<file path="config.mk">
export PLATFORM = sky130hd
export DESIGN_NAME = cla_seq_adder
export DESIGN_NICKNAME = d
export VERILOG_FILES = /design/src/rtl/cla_seq_pkg.sv /design/src/rtl/CLA4bit.sv /design/src/rtl/cla_seq_adder.sv
export SDC_FILE = /design/constraint.sdc
export NUM_CORES = 1
export LEC_CHECK = 0
export ABC_AREA = 0
export BUFFER_PORTS_ARGS = -buffer_cell sky130_fd_sc_hd__buf_4
export CORE_UTILIZATION = 30
export DETAILED_ROUTE_END_ITERATION = 10
export GPL_TIMING_DRIVEN = 1
export SLEW_MARGIN = 20
export SYNTH_ARGS = -nofsm -noshare
export SYNTH_HDL_FRONTEND = slang
export SYNTH_SLANG_ARGS = --single-unit
</file>
<file path="constraint.sdc">
create_clock -name i_clk -period 2.6 [get_ports i_clk]
set_input_delay 0.39 -clock i_clk [delete_from_list [all_inputs] [get_ports i_clk]]
set_output_delay 0.39 -clock i_clk [all_outputs]
set_load 0.005 [all_outputs]
</file>
<file path="src/rtl/cla_seq_pkg.sv">
// Shared types and constants for the sequential carry-lookahead adder.
// Contents:
//   cla_seq_state_t : sequencer state encoding (idle / running / result held)
//   CHUNK_W         : width of the carry-lookahead leaf, bits processed per cycle
package cla_seq_pkg;

    typedef enum logic [1:0] {
        S_IDLE,
        S_RUN,
        S_DONE
    } cla_seq_state_t;

    localparam int unsigned CHUNK_W = 4;

endpackage : cla_seq_pkg

</file>
<file path="src/rtl/CLA4bit.sv">
// 4-bit carry-lookahead adder leaf; purely combinational.
// Ports:
//   a, b : 4-bit addends
//   cin  : carry in
//   sum  : 4-bit sum
//   cout : carry out of bit 3
module CLA4bit (
    input  logic [3:0] a,
    input  logic [3:0] b,
    input  logic       cin,
    output logic [3:0] sum,
    output logic       cout
);

    logic [3:0] g;
    logic [3:0] p;
    logic [3:0] c;

    assign g = a & b;
    assign p = a ^ b;

    // All carries expanded directly from generate/propagate and cin
    assign c[0] = cin;
    assign c[1] = g[0] | (p[0] & cin);
    assign c[2] = g[1] | (p[1] & g[0]) | (p[1] & p[0] & cin);
    assign c[3] = g[2] | (p[2] & g[1]) | (p[2] & p[1] & g[0]) | (p[2] & p[1] & p[0] & cin);
    assign cout = g[3] | (p[3] & g[2]) | (p[3] & p[2] & g[1]) | (p[3] & p[2] & p[1] & g[0])
                | (p[3] & p[2] & p[1] & p[0] & cin);

    assign sum = p ^ c;

endmodule : CLA4bit

</file>
<file path="src/rtl/cla_seq_adder.sv">
// Multi-cycle WIDTH-bit adder/subtractor built around one shared 4-bit CLA leaf.
// One chunk is computed per cycle, LSB chunk first, with the carry held in a register.
// Optional feature: define CLA_SEQ_EARLY_EXIT_EN to finish an add early once the
// remaining operand bits are zero and no carry is pending (results are unchanged).
// Ports:
//   i_clk, i_rst_n       : clock, synchronous active-low reset
//   i_valid / o_ready    : request handshake
//   i_a, i_b, i_sub      : operands, 1 = A-B, 0 = A+B
//   o_valid / i_ready    : result handshake
//   o_sum, o_cout, o_ovf : result, carry out (subtract: 1 = no borrow), signed overflow
module cla_seq_adder
    import cla_seq_pkg::*;
#(
    parameter int unsigned WIDTH = 32
) (
    input  logic             i_clk,
    input  logic             i_rst_n,
    input  logic             i_valid,
    output logic             o_ready,
    input  logic [WIDTH-1:0] i_a,
    input  logic [WIDTH-1:0] i_b,
    input  logic             i_sub,
    output logic             o_valid,
    input  logic             i_ready,
    output logic [WIDTH-1:0] o_sum,
    output logic             o_cout,
    output logic             o_ovf
);

    localparam int unsigned NCHUNK = WIDTH / CHUNK_W;
    localparam int unsigned CNT_W  = $clog2(NCHUNK);
    localparam logic [CNT_W-1:0] LAST_CNT = CNT_W'(NCHUNK - 1);

    cla_seq_state_t   state;
    logic [CNT_W-1:0] cnt;
    logic             carry;
    logic [WIDTH-1:0] a_sh;
    logic [WIDTH-1:0] b_sh;
    logic             a_msb;
    logic             b_msb;

    logic [CHUNK_W-1:0] leaf_sum;
    logic               leaf_cout;
    logic               last_chunk_c;
    logic               early_exit_c;

    CLA4bit u_leaf (
        .a    (a_sh[CHUNK_W-1:0]),
        .b    (b_sh[CHUNK_W-1:0]),
        .cin  (carry),
        .sum  (leaf_sum),
        .cout (leaf_cout)
    );

    assign last_chunk_c = (cnt == LAST_CNT);

`ifdef CLA_SEQ_EARLY_EXIT_EN
    logic sub_q;

    // Nothing left to add above this chunk and no carry to ripple into it
    assign early_exit_c = !last_chunk_c && !sub_q && !leaf_cout
                       && (a_sh[WIDTH-1:CHUNK_W] == '0) && (b_sh[WIDTH-1:CHUNK_W] == '0);

    always_ff @(posedge i_clk) begin
        if (!i_rst_n) begin
            sub_q <= 1'b0;
        end else if (state == S_IDLE && i_valid && o_ready) begin
            sub_q <= i_sub;
        end
    end
`else
    assign early_exit_c = 1'b0;
`endif

    // Sequencer: accept, one chunk per RUN cycle, hold result until taken
    always_ff @(posedge i_clk) begin
        if (!i_rst_n) begin
            state   <= S_IDLE;
            o_ready <= 1'b0;
            o_valid <= 1'b0;
            o_sum   <= '0;
            o_cout  <= 1'b0;
            o_ovf   <= 1'b0;
            cnt     <= '0;
            carry   <= 1'b0;
            a_sh    <= '0;
            b_sh    <= '0;
            a_msb   <= 1'b0;
            b_msb   <= 1'b0;
        end else begin
            case (state)
                S_IDLE: begin
                    o_ready <= 1'b1;
                    if (i_valid && o_ready) begin
                        a_sh    <= i_a;
                        b_sh    <= i_sub ? ~i_b : i_b;
                        a_msb   <= i_a[WIDTH-1];
                        b_msb   <= i_sub ? ~i_b[WIDTH-1] : i_b[WIDTH-1];
                        carry   <= i_sub;
                        cnt     <= '0;
                        o_ready <= 1'b0;
                        state   <= S_RUN;
                    end
                end

                S_RUN: begin
                    // Early exit clears the stale upper chunks; current chunk written below
                    if (early_exit_c) begin
                        for (int unsigned i = 0; i < NCHUNK; i++) begin
                            if (i > 32'(cnt)) begin
                                o_sum[i*CHUNK_W +: CHUNK_W] <= '0;
                            end
                        end
                        o_cout  <= 1'b0;
                        o_ovf   <= 1'b0;
                        o_valid <= 1'b1;
                        state   <= S_DONE;
                    end
                    o_sum[32'(cnt)*CHUNK_W +: CHUNK_W] <= leaf_sum;
                    carry <= leaf_cout;
                    a_sh  <= a_sh >> CHUNK_W;
                    b_sh  <= b_sh >> CHUNK_W;
                    cnt   <= cnt + CNT_W'(1);
                    if (last_chunk_c) begin
                        o_cout  <= leaf_cout;
                        // Carry into MSB is a^b'^sum there; overflow when it differs from cout
                        o_ovf   <= a_msb ^ b_msb ^ leaf_sum[CHUNK_W-1] ^ leaf_cout;
                        o_valid <= 1'b1;
                        state   <= S_DONE;
                    end
                end

                S_DONE: begin
                    if (i_ready) begin
                        o_valid <= 1'b0;
                        o_ready <= 1'b1;
                        state   <= S_IDLE;
                    end
                end

                default: begin
                    state   <= S_IDLE;
                    o_valid <= 1'b0;
                    o_ready <= 1'b0;
                end
            endcase
        end
    end

endmodule : cla_seq_adder

</file>
==> results of run 1 <==
==> final timing paths <==
kind | start | endpoint | cells after the start
max | cnt[0] | o_sum[12] | 7
min | i_a[30] | a_sh[30] | 3
max reg2reg | cnt[0] | o_sum[12] | 7
min reg2reg | o_sum[6] | o_sum[6] | 2
==> cells in the mapped netlist (13+ instances only) <==
master	n	area, sq um
nor2_1	36	135
o211a_1	29	290
dfxtp_1	108	2160
xnor2_1	30	263
buf_2	20	100
a221oi_1	28	245
nor2b_1	56	350
nand2_1	77	289
mux2i_1	29	290
nand3_1	41	205
clkbuf_1	19	71.3
a21boi_0	13	97.6
==> worst max-delay path: stages (launching register included) <==
cell	delay [ns]
dfxtp_1	0.43
inv_1	0.11
ha_1	0.21
ha_1	0.37
nor2b_1	0.30
and3_1	0.35
mux2i_1	0.23
nor2b_1	0.08
==> layout by cell type (no fill, tap or decap), types with 3 or more instances in the layout <==
master	netlist	final
nand3_1	41	41
a21boi_0	13	13
nor3_1	3	3
mux2i_1	29	29
a221oi_1	28	28
nor2_1	36	36
nor2b_1	56	56
xor2_1	5	5
o211a_1	29	29
o21ai_0	4	4
xnor2_1	30	30
ha_1	8	8
a21oi_1	5	5
dfxtp_1	108	108
buf_4	1	110
and2_1	4	4
nand2_1	77	77
clkbuf_16	0	9
nand4_1	4	4
inv_1	6	6
==> flip-flops by register name, summed over array words and instances, names as in the netlist <==
name	cells
o_ovf	1
state	2
a_msb	1
carry	1
b_sh	32
o_valid	1
o_ready	1
b_msb	1
o_cout	1
cnt	3
o_sum	32
a_sh	32
==> routing by layer <==
metal  vias up  wire, um  global-route usage (%)
li1       2094         -                       -
met1      1963      5720                    18.7
met2        97      5750                    23.9
met3        20       573                    2.72
met4         0       274                    6.19
met5         -         0                       0
==> cell type report <==
cell class                      count  share of cell area (%)
Multi-Input combinational cell    401                    43.4
Sequential cell                   108                    34.3
Timing Repair Buffer              110                    13.1
Tap cell                          220                    4.37
Clock buffer                       12                    3.92
Clock inverter                      4                   0.537
Inverter                            6                   0.358
==> power by group through the flow <==
stage          clock, uW  combinational [uW]  sequential [uW]
6_report            1310                 570             1800
5_1_grt             1420                 637             1810
4_1_cts             1340                 579             1800
3_5_place_dp           0                 576             1840
3_3_place_gp           0                 559             1830
2_1_floorplan          0                 410             1810
==> cell families after synthesis <==
kind of cell               synth area share [%]
muxes                                      5.87
adders and majority gates                  2.34
and+or+nand+nor                            22.9
AOI/OAI and AO/OA                          15.4
buffers and inverters                      4.97
DFF                                        42.1
xor gates and xnor gates                   6.50
==> metrics by stage <==
stage | cells | util (%) | total power, uW
detailed placement | 845 | 36.1 | 2410
CTS | 861 | 37.8 | 3720
global placement | 845 | 36.1 | 2390
finish | 861 | 37.8 | 3680
global route | 861 | 37.8 | 3860
floorplan | 561 | - | 2220
==> impl_metrics.py, run 1 <==
metrics = {
    "clocking": {
        "clk_path_buf_depth": 2,
        "hold_buffers": 0,
        "cts_sinks": 108,
        "clkLatencyLatePin_ns": 0.35,
        "cts-root-buf": "clkbuf_16",
        "cts.repair.resized": 0,
        "clkTransAtPathRegs_ns": 0.08,
        "cts_buffers": 9,
        "cts_setup_buffers": 0,
        "htreeDepth": 3,
        "cts_tree": "done",
    },
    "global_routing": {
        "antenna_found_initial": 0,
        "grt_use_total_pct": 14.6,
        "grt_pass1_vias": 4208,
        "grt.overflow.total": 0,
        "grt_pass1_wl_mm": 20.8,
        "grt_max_degree": 82,
    },
    "finish": {
        "area_growth_syn_to_layout_pct": 22.5,
        "final_design_area_no_fill_sq_mm": 0.00629,
        "regArea_sq_mm": 0.00216,
        "drive_gt1_share_pct": 21.2,
        "multi_input_area_sq_mm": 0.00273,
        "final_nets": 714,
        "fillCellCount": 1720,
        "diodes": 0,
    },
    "route": {
        "routed_wl_mm": 12.3,
        "vias_per_cell": 4.85,
        "wl_per_cell_um": 14.3,
        "drc_errors": 0,
        "first_pass_iters": 4,
        "detail-route-antenna-nets": 0,
        "num_vias": 4174,
        "drtIter0Drc": 199,
    },
    "yosys": {
        "ys_dominant_reg_cell": "dfxtp_1",
        "synthArstFlopShare_pct": 0,
        "synth-edff-count": 0,
        "synth_area_sq_mm": 0.00514,
        "syn-num-nets": 639,
        "yosys_register_bits": 108,
        "synthCells": 561,
        "synth.avg_cell_area_sq_um": 9.16,
        "synthDistinctLibCells": 50,
        "synth-warning-count": 0,
        "seq_area_frac_synth_pct": 42.1,
    },
    "critical_path": {
        "critical_path_class": "reg2reg",
        "end_kind": "register",
        "critPathLaunchType": "register",
        "critPathMaxFanout": 7,
        "crit_required_ns": 2.84,
        "critPathArrivalTime_ns": 2.42,
        "reg2reg_slack_ns": 0.42,
    },
    "placed_design": {
        "port_buffers": 104,
        "routabilityCongestion": 0.775,
        "place_hpwl_mm": 8.54,
        "dpl-instance-area_sq_mm": 0.00601,
        "dp_slack_ns": 0.514,
    },
    "timing": {
        "tns_ns": 0,
        "slew_viol_final": 0,
        "hold_slack_ns": 0.296,
        "rsz0062_at_grt": "false",
        "clock.fmax_mhz": 459,
        "setup_violations": 0,
        "skew_ns": 0.00920,
        "period_share_pct": 83.9,
        "layout_setup_ws_ns": 0.419,
        "min_period_ns": 2.18,
        "tightest_slew_ns": 0.698,
        "slew_headroom_pct": 53.5,
        "hold_violations": 0,
    },
    "flow_run": {
        "maxCapViolCount": 0,
    },
    "floorplanning": {
        "die_area_sq_mm": 0.0177,
        "coreArea_sq_mm": 0.0166,
        "row_count": 47,
        "die_x_um": 133,
        "start_util_pct": 30.9,
        "ios": 105,
        "die_h_um": 133,
    },
    "power": {
        "power_density_mw_per_mm2": 584,
        "p_int_uw": 2690,
        "ir_drop_mv": 0.323,
        "pwr-share-seq_pct": 48.9,
        "p_sw_share_pct": 26.7,
        "p_comb_share_pct": 15.5,
        "cellLeakagePower_uw": 0.00278,
        "p_switching_uw": 983,
        "clkPwrFrac_pct": 35.6,
    },
    "run_status": {
        "status": "finished, final reports clean",
    },
    "min_path": {
        "hp-class": "in2reg",
    },
}
Power figures use the tool's default switching activity.
==> run 2: changes to the inputs <==
==> constraint.sdc (replaced) <==
create_clock -name i_clk -period 2 [get_ports i_clk]
set_input_delay 0.3 -clock i_clk [delete_from_list [all_inputs] [get_ports i_clk]]
set_output_delay 0.3 -clock i_clk [all_outputs]
set_load 0.005 [all_outputs]
==> run 2 against run 1 <==
Compared with the run above:
- wire length up 1.7%
- design area up 3.0%
- die area unchanged
- clock power up 37%
- core utilization up 1.1 points
- critical path type unchanged
- highest routed layer unchanged
==> impl_metrics.py, run 2 (same netlist as run 1, synthesis figures left out) <==
metrics = {
    "floorplanning": {
        "die_x_um": 133,
        "die_area_sq_mm": 0.0177,
        "die_h_um": 133,
        "row_count": 47,
        "coreArea_sq_mm": 0.0166,
        "ios": 105,
        "start_util_pct": 30.9,
    },
    "clocking": {
        "htreeDepth": 3,
        "cts_tree": "done",
        "clkLatencyLatePin_ns": 0.36,
        "clkTransAtPathRegs_ns": 0.07,
        "cts_buffers": 9,
        "clk_path_buf_depth": 2,
        "cts-root-buf": "clkbuf_16",
        "cts_sinks": 108,
    },
    "route": {
        "routed_wl_mm": 12.5,
        "wl_per_cell_um": 14.3,
        "drtIter0Drc": 276,
        "detail-route-antenna-nets": 0,
        "vias_per_cell": 4.84,
        "drc_errors": 0,
        "num_vias": 4227,
        "first_pass_iters": 5,
    },
    "placed_design": {
        "port_buffers": 104,
        "routabilityCongestion": 0.780,
        "place_hpwl_mm": 8.92,
    },
    "power": {
        "power_density_mw_per_mm2": 762,
        "cellLeakagePower_uw": 0.00288,
        "ir_drop_mv": 0.400,
    },
    "finish": {
        "drive_gt1_share_pct": 23.6,
        "reg_top3": "a_sh (32), b_sh (32), o_sum (32)",
        "final_nets": 727,
        "layout_common_cells": "buf_4 (118), dfxtp_1 (107), nand2_1 (77)",
        "mostFrequentLayoutCell": "buf_4",
        "regArea_sq_mm": 0.00216,
        "area_growth_syn_to_layout_pct": 26.1,
        "fin_util_pct": 38.9,
        "multi_input_area_sq_mm": 0.00274,
        "fillCellCount": 1679,
        "diodes": 0,
    },
    "timing": {
        "setup_violations": 0,
        "rsz0062_at_grt": "false",
        "slew_headroom_pct": 66.0,
        "hold_violations": 0,
        "min_period_ns": 1.85,
        "skew_ns": 0.0108,
        "slew_viol_final": 0,
        "clock.fmax_mhz": 542,
        "period_share_pct": 92.3,
        "tns_ns": 0,
        "tightest_slew_ns": 0.506,
    },
    "global_routing": {
        "grt_max_degree": 67,
        "grt_pass1_vias": 4197,
        "grt_pass1_wl_mm": 20.8,
        "grt_use_total_pct": 14.7,
        "grt.overflow.total": 0,
        "antenna_found_initial": 0,
    },
    "critical_path": {
        "critPathLaunchType": "register",
        "path_common_cell": "nor2b_1",
        "path_cells": "inv_1 > ha_1 > ha_2 > nor2b_1 > and3_1 > mux2i_1 > nor2b_1",
        "cp_slowest_cell": "ha_2",
        "critical_path_class": "reg2reg",
        "reg2reg_depth": 7,
        "end_kind": "register",
        "max_stage_delay_ns": 0.37,
        "crit_required_ns": 2.25,
        "critPathMaxFanout": 6,
        "critPathArrivalTime_ns": 2.10,
    },
    "run_status": {
        "status": "finished, final reports clean",
    },
    "min_path": {
        "hp-class": "in2reg",
        "hold_depth": 3,
    },
    "flow_run": {
        "maxCapViolCount": 0,
    },
}
-- run 2: report_power, final --
| part | total, uW | switching (uW) | internal [uW] | leakage (uW) |
|---|---|---|---|---|
| Sequential | 2330 | 71.2 | 2260 | 0.000879 |
| Combinational | 813 | 409 | 404 | 0.00185 |
| Clock | 1790 | 815 | 978 | 0.000147 |
| Total | 4940 | 1300 | 3640 | 0.00288 |
-- run 2: layout make-up --
cell class,count,area share (%)
Multi-Input combinational cell,401,42.3
Sequential cell,108,33.4
Timing Repair Buffer,123,15.2
Tap cell,220,4.25
Clock buffer,9,3.47
Clock inverter,6,1.08
Inverter,6,0.347
-- run 2: worst paths after layout --
kind         slack (ns)     start        end
max                0.15    cnt[0]  o_sum[13]
min                0.20   i_a[30]   a_sh[30]
max reg2reg        0.15    cnt[0]  o_sum[13]
min reg2reg        0.47  a_sh[31]   a_sh[31]
-- run 2: stage by stage --
| stage | cells | power [uW] | instance area [sq um] | hold WS [ns] | setup slack (ns) |
|---|---|---|---|---|---|
| 5_1_grt | 873 | 5180 | 6480 | 0.214 | 0.00625 |
| 4_1_cts | 871 | 4980 | 6440 | 0.191 | 0.0539 |
| 3_3_place_gp | 856 | 3160 | 6150 | 0.448 | 0.128 |
| 2_1_floorplan | 561 | 2890 | 5140 | 0.444 | 0.117 |
| 6_report | 873 | 4940 | 6480 | 0.201 | 0.155 |
| 3_5_place_dp | 856 | 3180 | 6150 | 0.465 | 0.0733 |
-- run 2: critical path, delay by kind of cell, from the launching register on --
| kind | cells | cell delay, ns |
|---|---|---|
| mux | 1 | 0.23 |
| flops | 1 | 0.33 |
| fa+ha+maj | 2 | 0.57 |
| simple gates | 3 | 0.54 |
| buf+inv | 1 | 0.07 |
-- run 2: metal layers --
layer	share of wire, %	routed length, um	global-route usage [%]	vias up
li1	-	-	-	2116
met1	46	5790	18.6	2005
met2	47	5930	24.2	93
met3	4.8	604	3.64	13
met4	1.6	195	5.36	0
met5	0	0	0	-
-- run 2: what timing repair did --
item | in CTS | in global routing
endpoints found under the setup margin | 0 | 16
hold buffers | 0 | 0
buffers inserted | 0 | 2
resized for setup | 0 | 4
